### src/rtl/pe_tile_scheduler.sv
`timescale 1ns/1ps
`default_nettype none
// ============================================================================
// Module   : pe_tile_scheduler
// Function : Walks a (2*ROW_PAIRS)x(2*COL_PAIRS) output matrix tile by tile
//            through a 2x2 PE array and hands each tile out over valid/ready.
// Revision : 1.0
// ============================================================================
module pe_tile_scheduler #(
    parameter int WIDTH     = 8,
    parameter int ROW_PAIRS = 2,
    parameter int COL_PAIRS = 2,
    parameter int IDX_W     = 4
) (
    input  logic                 clk,
    input  logic                 _reset,
    input  logic                 start,
    input  logic                 cal_importance,
    output logic                 arr_rst_n,
    output logic                 arr_en,
    output logic                 arr_cal_imp,
    input  logic                 arr_done,
    input  logic [8*WIDTH-1:0]   arr_res,
    input  logic [2*WIDTH-1:0]   arr_imp,
    output logic [IDX_W-1:0]     tile_row,
    output logic [IDX_W-1:0]     tile_col,
    output logic                 res_valid,
    input  logic                 res_ready,
    output logic [8*WIDTH-1:0]   res_data,
    output logic [2*WIDTH-1:0]   res_imp,
    output logic [IDX_W-1:0]     res_row,
    output logic [IDX_W-1:0]     res_col,
    output logic                 busy,
    output logic                 job_done,
    output logic                 err
);

    localparam logic [2:0] c_IDLE  = 3'd0;
    localparam logic [2:0] c_CLEAR = 3'd1;
    localparam logic [2:0] c_RUN   = 3'd2;
    localparam logic [2:0] c_WAIT  = 3'd3;
    localparam logic [2:0] c_OUT   = 3'd4;

    localparam logic [IDX_W-1:0] c_LAST_ROW = IDX_W'(ROW_PAIRS - 1);
    localparam logic [IDX_W-1:0] c_LAST_COL = IDX_W'(COL_PAIRS - 1);
    localparam logic [2:0]       c_RUN_LAST = 3'd4;

    logic [2:0]         r_state;
    logic [2:0]         r_run_cnt;
    logic               r_arr_rst_n;
    logic               r_arr_en;
    logic               r_cal_imp;
    logic [IDX_W-1:0]   r_row;
    logic [IDX_W-1:0]   r_col;
    logic               r_res_valid;
    logic [8*WIDTH-1:0] r_res_data;
    logic [2*WIDTH-1:0] r_res_imp;
    logic [IDX_W-1:0]   r_res_row;
    logic [IDX_W-1:0]   r_res_col;
    logic               r_job_done;
    logic               r_err;

    logic               w_accept;
    logic               w_last_tile;

    assign w_accept    = r_res_valid && res_ready;
    assign w_last_tile = (r_row == c_LAST_ROW) && (r_col == c_LAST_COL);

    always_ff @(posedge clk or posedge _reset) begin
        if (_reset) begin
            r_state     <= c_IDLE;
            r_run_cnt   <= 3'd0;
            r_arr_rst_n <= 1'b1;
            r_arr_en    <= 1'b0;
            r_cal_imp   <= 1'b0;
            r_row       <= '0;
            r_col       <= '0;
            r_res_valid <= 1'b0;
            r_res_data  <= '0;
            r_res_imp   <= '0;
            r_res_row   <= '0;
            r_res_col   <= '0;
            r_job_done  <= 1'b0;
            r_err       <= 1'b0;
        end else begin
            r_job_done  <= 1'b0;
            r_arr_rst_n <= 1'b1;
            case (r_state)
                c_IDLE: begin
                    if (start) begin
                        r_state     <= c_CLEAR;
                        r_row       <= '0;
                        r_col       <= '0;
                        r_err       <= 1'b0;
                        r_cal_imp   <= cal_importance;
                        r_arr_rst_n <= 1'b0;
                    end
                end
                c_CLEAR: begin
                    r_state   <= c_RUN;
                    r_arr_en  <= 1'b1;
                    r_run_cnt <= 3'd0;
                end
                c_RUN: begin
                    // Enable must drop before the array raises done, else it re-runs.
                    if (r_run_cnt == c_RUN_LAST) begin
                        r_arr_en <= 1'b0;
                        r_state  <= c_WAIT;
                    end else begin
                        r_run_cnt <= r_run_cnt + 3'd1;
                    end
                end
                c_WAIT: begin
                    if (arr_done) begin
                        r_res_data  <= arr_res;
                        r_res_imp   <= r_cal_imp ? arr_imp : '0;
                        r_res_row   <= r_row;
                        r_res_col   <= r_col;
                        r_res_valid <= 1'b1;
                        r_state     <= c_OUT;
                    end else begin
                        r_err   <= 1'b1;
                        r_state <= c_IDLE;
                    end
                end
                c_OUT: begin
                    if (w_accept) begin
                        r_res_valid <= 1'b0;
                        if (w_last_tile) begin
                            r_state    <= c_IDLE;
                            r_job_done <= 1'b1;
                        end else begin
                            if (r_col == c_LAST_COL) begin
                                r_col <= '0;
                                r_row <= r_row + IDX_W'(1);
                            end else begin
                                r_col <= r_col + IDX_W'(1);
                            end
                            r_arr_rst_n <= 1'b0;
                            r_state     <= c_CLEAR;
                        end
                    end
                end
                default: r_state <= c_IDLE;
            endcase
        end
    end

    assign arr_rst_n   = r_arr_rst_n;
    assign arr_en      = r_arr_en;
    assign arr_cal_imp = r_cal_imp;
    assign tile_row    = r_row;
    assign tile_col    = r_col;
    assign res_valid   = r_res_valid;
    assign res_data    = r_res_data;
    assign res_imp     = r_res_imp;
    assign res_row     = r_res_row;
    assign res_col     = r_res_col;
    assign busy        = (r_state != c_IDLE);
    assign job_done    = r_job_done;
    assign err         = r_err;

endmodule
`default_nettype wire

### config.mk
export PLATFORM = sky130hd
export DESIGN_NAME = pe_tile_scheduler
export DESIGN_NICKNAME = d
export VERILOG_FILES = /design/src/rtl/pe_tile_scheduler.sv
export SDC_FILE = /design/constraint.sdc
export NUM_CORES = 1
export LEC_CHECK = 0
export CORE_ASPECT_RATIO = 1.75
export CORE_MARGIN = 2
export CORE_UTILIZATION = 39
export CTS_BUF_LIST = sky130_fd_sc_hd__clkbuf_4 sky130_fd_sc_hd__clkbuf_8
export DETAILED_ROUTE_END_ITERATION = 10
export PLACE_DENSITY = 0.73
export SYNTH_ARGS = -nofsm -noshare
export SYNTH_HDL_FRONTEND = slang
export SYNTH_SLANG_ARGS = --single-unit
### constraint.sdc
create_clock -name clk -period 4.62 [get_ports clk]
set_input_delay 0.924 -clock clk [delete_from_list [all_inputs] [get_ports clk]]
set_output_delay 0.924 -clock clk [all_outputs]
set_load 0.01 [all_outputs]
==> summary.md <==
| Metric | Value |
|---|---|
| Total CTS buffers | `9` |
| Vias/cell | `5.03` |
| Simple-gate share of the synthesized area | `0.0824` |
| Sink Count | `108` |
| RSZ-0062 raised after global routing | `false` |
| Reg-to-Reg End | `res_col[3]$_DFFE_PP0P_` |
| Critical Path RT | `3700 ps` |
| CP max FO | `16` |
| Met3 Resource Use GR | `0.0458` |
| Final hold viol count | `0` |
| R2R Setup Slk | `2630 ps` |
| Area fraction of the dominant cell type after synthesis | `0.565` |
| 1st-iter DRT viols | `89` |
| Most area-consuming cells after synthesis | `dfrtp_1, mux2_4, nand2_1` |
| Hold Path Sink | `res_imp[12]$_DFFE_PP0P_` |
| Reg2reg start | `r_state[1]$_DFFE_PP0P_` |
| Max-cap violations | `0` |
| Syn nets | `436` |
| Setup WS pre-CTS | `1940 ps` |
| Congestion Overflow GR | `0` |
| R2R depth | `3` |
| CTS Root Cell | `clkbuf_8` |
| Setup TNS Final | `0 ps` |
| H-tree depth | `3` |
| Status | `complete, no violations` |
| Number of buffers added on ports | `188` |
| P_leak | `between 0.003 and 0.004 uW` |
| M2 GR Usage | `0.305` |
| Synth warn | `0` |
| EDFF count, synth | `0` |
| Synthesized area | `roughly 4700 sq um` |
| ANT cells | `0` |
| Portion of netlist area occupied by mux cells | `0.220` |
| Placer congestion estimate | `between 0.8 and 0.9` |
| HPWL after DPL | `approximately 8500 um` |
| GRT Overall Usage | `0.181` |
| Depth of the worst hold-timing path | `2` |
| Initial Utilization | `0.397` |
| Row cnt | `53` |
| Hold_ws | `between 400 and 500 ps` |
| First-pass GRT wire length | `18500 um` |
| Pwr dens | `around 230 nW/um^2` |
| CP Data Arrival Time | `roughly 2000 ps` |
| Max frequency | `between 300 and 400 MHz` |
| Nets@finish | `between 600 and 700` |
| Drt first pass iters | `4` |
| Most instantiated library cell after synthesis | `dfrtp_1` |
| Endpoints failing setup | `0` |
| Vertical die dimension | `150 um` |
| Cell area after layout | `6860 sq um` |
| Die area | `13100 sq um` |
| Share of cells above drive strength 1 | `0.188` |
| Mean post-synth cell area | `13.8 sq um` |
| Core ar. | `approximately 12000 sq um` |
| Worst slew pin tran | `826 ps` |
| I/O pins | `roughly 190` |
| Clock buffer depth | `2` |
| Largest family of logic cells by synthesized area | `multiplexers` |
| Initial antenna violation count | `0` |
| Final worst setup slack | `~1700 ps` |
| Post-CTS setup buffers | `0` |
| Slew Viols, Final | `0` |
| Clock skew | `approximately 13 ps` |
| Distinct cell type count after synthesis | `42` |
| GR peak layer | `met2` |
| Vias in the first global route | `~3500` |
| Peak VDD IR | `~120 uV` |
| Adder-Cell Fraction of Synth Area | `0.0159` |
| XOR/XNOR Fraction of Synth Area | `0.00185` |
| CP endpoint kind | `primary output` |
| Cell type with the largest total area after synthesis | `dfrtp_1` |
| Critical path launch point type | `register` |
| Routed wire per std cell | `17.3 um` |
| Hold-fix buffers, CTS | `0` |
| Post-layout minimum cycle time | `2890 ps` |
| Die Span X | `87.3 um` |
| Clk Latency, worst-skew pair | `360 ps` |
| Final period util | `0.626` |
| Met1 usage in global routing | `0.218` |
| Crit-path slowest cell | `dfrtp_1` |
| Post-synthesis compound-gate area fraction | `0.0732` |
| Ys flop type | `dfrtp_1` |
| Critical-path cell list | `nor2_1, nand2_1, clkdlybuf4s50_1` |
| Synth top cells by count | `dfrtp_1, mux2_4, nand2_1, o21ai_0, inv_1` |
| Critical Path Start | `r_state[1]$_DFFE_PP0P_` |
| Post-place instance area | `6680 sq um` |
| Post-CTS sizing | `0` |
| Ys async rst share | `1.00` |
| Largest net degree at the start of global routing | `58` |
| Largest delay share family, worst path | `flip-flops` |
| Crit path buf inv count | `1` |
| Register area share after synthesis | `0.571` |
| Reg clk slew, reported paths | `100 ps` |
| Setup Crit Path Kind | `reg -> out` |
| Drt drc | `0` |
| Hold Crit Class | `reg -> reg` |
| Largest stage delay, worst path | `590 ps` |
| Min-delay src | `res_imp[12]$_DFFE_PP0P_` |
| Fin util | `0.575` |
| Final WL | `11600 um` |
| Vias after detailed routing | `roughly 3400` |
| Mapped Cells | `between 300 and 400` |
| Worst rel slew slack | `0.449` |
| Layout area overhead | `44.9%` |
| Post-route ant nets | `0` |
| Seq cells post-synth | `~110` |
| CTS tree | `done` |
power by group:
part | leakage, uW | internal, uW | switching [uW]
Clock | 0.0000879 | 219 | 321
Combinational | 0.00167 | 64.7 | 29.4
Sequential | 0.00149 | 945 | 0
Total | 0.00324 | 1230 | 351
final cells by class:
type	instances	area (sq um)
clock buffer	12	146
clock inverter	4	32.5
fill	994	5070
inverter	8	32.5
multi-input combinational	208	1860
sequential	108	2700
tap	137	171
timing repair buffer	192	1910
cell usage in the layout, fill, tap and decap left out, drive strengths merged, types with 6 or more instances in the layout:
| cell type | count |
|---|---|
| clkbuf | 12 |
| clkdlybuf4s50 | 188 |
| dfrtp | 107 |
| ha | 6 |
| inv | 10 |
| mux2 | 69 |
| nand2 | 46 |
| o21ai | 24 |
worst max path at each step:
stage / cells past startpoint / slack [ps] / endpoint
after floorplan: 1 / 850 / arr_cal_imp$_DFFE_PP0P_
after global placement: 4 / 1990 / res_data[46]$_DFFE_PP0P_
after detailed placement: 4 / 1940 / res_data[42]$_DFFE_PP0P_
after CTS: 3 / 1710 / busy
after global routing: 3 / 1580 / busy
final: 3 / 1730 / busy
flip-flops by register name, indices dropped and copies added (netlist names):
signal,flops
arr_cal_imp,1
r_state,3
res_data,64
arr_en,1
arr_rst_n,1
tile_row,4
res_valid,1
job_done,1
res_row,4
tile_col,4
err,1
res_col,4
r_run_cnt,3
res_imp,16
tightest hold or removal path, stage by stage, from the launching register on:
cell and delay, ps:
dfrtp_1 350, nand2_1 40, o21ai_0 60
routing by layer:
metal | vias up | wire [um]
li1 | 1567 | -
met1 | 1655 | 4440
met2 | 125 | 6190
met3 | 17 | 692
met4 | 0 | 240
met5 | - | 0
cell families after synthesis:
group,Yosys count
multiplexers,70
adder cells (fa/ha/maj),6
AND/OR/NAND/NOR,78
AO/OA/AOI/OAI,53
XOR/XNOR,1
buffers and inverters,28
flip-flops,108
per-stage QoR:
stage,power (uW),instances
2_1_floorplan,978,344
3_3_place_gp,1060,653
3_5_place_dp,1060,653
4_1_cts,1600,669
5_1_grt,1640,669
6_report,1580,669
Power figures use the tool's default switching activity.
==> RTL edit (same flow settings) <==
Set the parameter `IDX_W` to 5 (it was 4).
--- a/src/rtl/pe_tile_scheduler.sv
+++ b/src/rtl/pe_tile_scheduler.sv
@@ -11,5 +11,5 @@
     parameter int ROW_PAIRS = 2,
     parameter int COL_PAIRS = 2,
-    parameter int IDX_W     = 4
+    parameter int IDX_W     = 5
 ) (
     input  logic                 clk,
Interface: changed (resized res_col, res_row, tile_col and tile_row); port bits go from 189 to 193. No check against the original RTL was run, so the function may have changed too.
==> RTL edit against the unedited design <==
Area after synthesis is 3.2% lower. Wire length is 2.1% lower. Final cell count is 2.4% higher. Clock skew hardly changed. Critical path depth stayed put. Sequential cell count is 4 higher. Synthesized cell count is 4.7% higher. Final area is 0.24% lower. Worst setup slack better by 0.19 ns.
Power is not compared: it rests on default switching activity, and its combinational part moved more than twofold at a synthesized area within 25%.
==> RTL edit: results (changes against the unedited design) <==
stage;metric;value;unit;change
status;outcome;complete, no violations;;
clocking;Clock Tree Buf Depth;2;;unchanged
placed_design;count of buffers from port buffering;192;;+2.1%
logic_synthesis;net count after synthesis;452;;+3.7%
routing;Vias per Instance;5.04;;+0.31%
routing;met2 wire len;6070;µm;-1.9%
worst_hold_path;min-delay worst type;reg2reg;;
global_route;first-pass GRT wire length;18000;µm;-2.5%
logic_synthesis;post-synthesis cell type count;39;;-7.1%
logic_synthesis;post-synthesis compound-gate area fraction;0.0617;;-0.0115
logic_synthesis;Syn. warnings;0;;unchanged
critical_path;Max stage delay on crit path;0.57;ns;-0.02 ns
logic_synthesis;asr flop ratio synth;1.00;;unchanged
global_route;met3 usage;0.0391;;-0.00670
clocking;Num CTS Buffers;9;;unchanged
sta;worst-margin pin slew;0.749;ns;-0.0773 ns
placed_design;placed instance area;0.00664;mm²;-0.62%
routing;final WL;11300;µm;-2.1%
global_route;GRT Total Usage;0.180;;-0.000632
global_route;met1 Use GR;0.207;;-0.0106
logic_synthesis;sequential area share after synthesis;0.611;;+0.0405
power_and_ir_drop;LEAKAGE;0.00295;µW;
global_route;number of global-route vias before repair;3606;;+3.1%
placed_design;RD Place Congestion;0.874;;+3.8%
routing;M1 WL;4260;µm;-4.2%
placed_design;dpl ws;1.69;ns;-0.251 ns
cells_and_area;final net count;637;;+2.9%
logic_synthesis;adder-cell share of the synthesized area;0.0164;;+0.000519
cells_and_area;# diodes;0;;unchanged
global_route;GR Util met2;0.316;;+0.0110
logic_synthesis;Commonest cells post-synth;dfrtp_1, mux2_2, nand2_1, o21ai_0, nand3_1;;
clocking;# H-tree levels;3;;unchanged
cells_and_area;layout cells sized above 1;0.184;;-0.00433
routing;DRT iter0 DRCs;108;;+21%
clocking;root buffer cell;clkbuf_8;;
sta;Clock Skew;0.0133;ns;-0.000154 ns
clocking;worst skew pair latency;0.37;ns;
critical_path;CP top delay family;flip-flops;;
power_and_ir_drop;Net Switching;1280;µW;
routing;DR WL met3;652;µm;-5.8%
placed_design;DP Wirelength;8300;µm;-2.2%
sta;minimum clock period;2.70;ns;-0.194 ns
critical_path;Crit path arrival time;1.77;ns;-0.20 ns
critical_path;CP max-delay cell;dfrtp_1;;
global_route;initial antenna violation count;0;;unchanged
logic_synthesis;mux cell area share after synthesis;0.179;;-0.0408
clocking;Reg clk slew, reported paths;0.11;ns;
global_route;largest net degree at the start of global routing;64;;+10%
sta;max frequency;371;MHz;+7.2%
logic_synthesis;Synth Area in XOR/XNOR;0.00191;;+0.0000606
clocking;Post-CTS Repair Setup Buffers;0;;unchanged
routing;DRT Pass-1 Iters;4;;unchanged
cells_and_area;number of flip-flops under the largest register name;64;;unchanged
logic_synthesis;dominant cells by area after synthesis;dfrtp_1, mux2_2, nand2_1;;
clocking;PostCTS Resize Cnt;0;;unchanged
routing;highest routed layer;met4;;
sta;Final Hold Fails;0;;unchanged
power_and_ir_drop;Worst VDD drop;331;µV;
critical_path;peak fanout along the critical path;14;;-2
RTL edit: cell types whose count changed in the layout (fill, tap and decap cells not counted), moves of 5 or more:
| cell | unedited run | this run |
|---|---|---|
| nand2_1 | 46 | 51 |
| nor2_1 | 4 | 9 |
| nand3_1 | 5 | 12 |
| mux2_4 | 68 | 0 |
| mux2_2 | 1 | 73 |
RTL edit: layout make-up:
class / instances / area [µm²]
Fill cell: 970 / 4670
Sequential cell: 112 / 2800
Timing Repair Buffer: 194 / 1960
Multi-Input combinational cell: 219 / 1670
Tap cell: 135 / 169
Clock buffer: 11 / 139
Clock inverter: 5 / 65.1
Inverter: 9 / 36.3
RTL edit: per-stage QoR:
step                      cells  power, µW
after floorplan             360       2420
after global placement      669       3380
after detailed placement    669       3450
after CTS                   685       4060
after global routing        685       4250
final                       685       4000
RTL edit: path summary, 6_finish.rpt:
| kind | start | end | slack, ns | depth (start not counted) |
|---|---|---|---|---|
| setup / recovery | r_state[0]$_DFFE_PP0P_ | busy | 1.92 | 3 |
| hold / removal | res_imp[4]$_DFFE_PP0P_ | res_imp[4]$_DFFE_PP0P_ | 0.49 | 2 |
| setup reg to reg | r_state[1]$_DFFE_PP0P_ | res_data[47]$_DFFE_PP0P_ | 2.10 | 4 |
| hold reg to reg | res_imp[4]$_DFFE_PP0P_ | res_imp[4]$_DFFE_PP0P_ | 0.49 | 2 |
| max in group asynchronous | _reset | arr_rst_n$_DFF_PP1_ | 2.81 | 3 |
| min in group asynchronous | _reset | res_data[20]$_DFFE_PP0P_ | 1.00 | 2 |
RTL edit: power by group through the flow:
stage,Combinational [µW],Clock (µW),Sequential [µW]
floorplan,647,0,1780
global placement,1730,0,1640
detailed placement,1780,0,1670
CTS,1790,617,1650
global route,1880,664,1700
finish,1760,595,1650
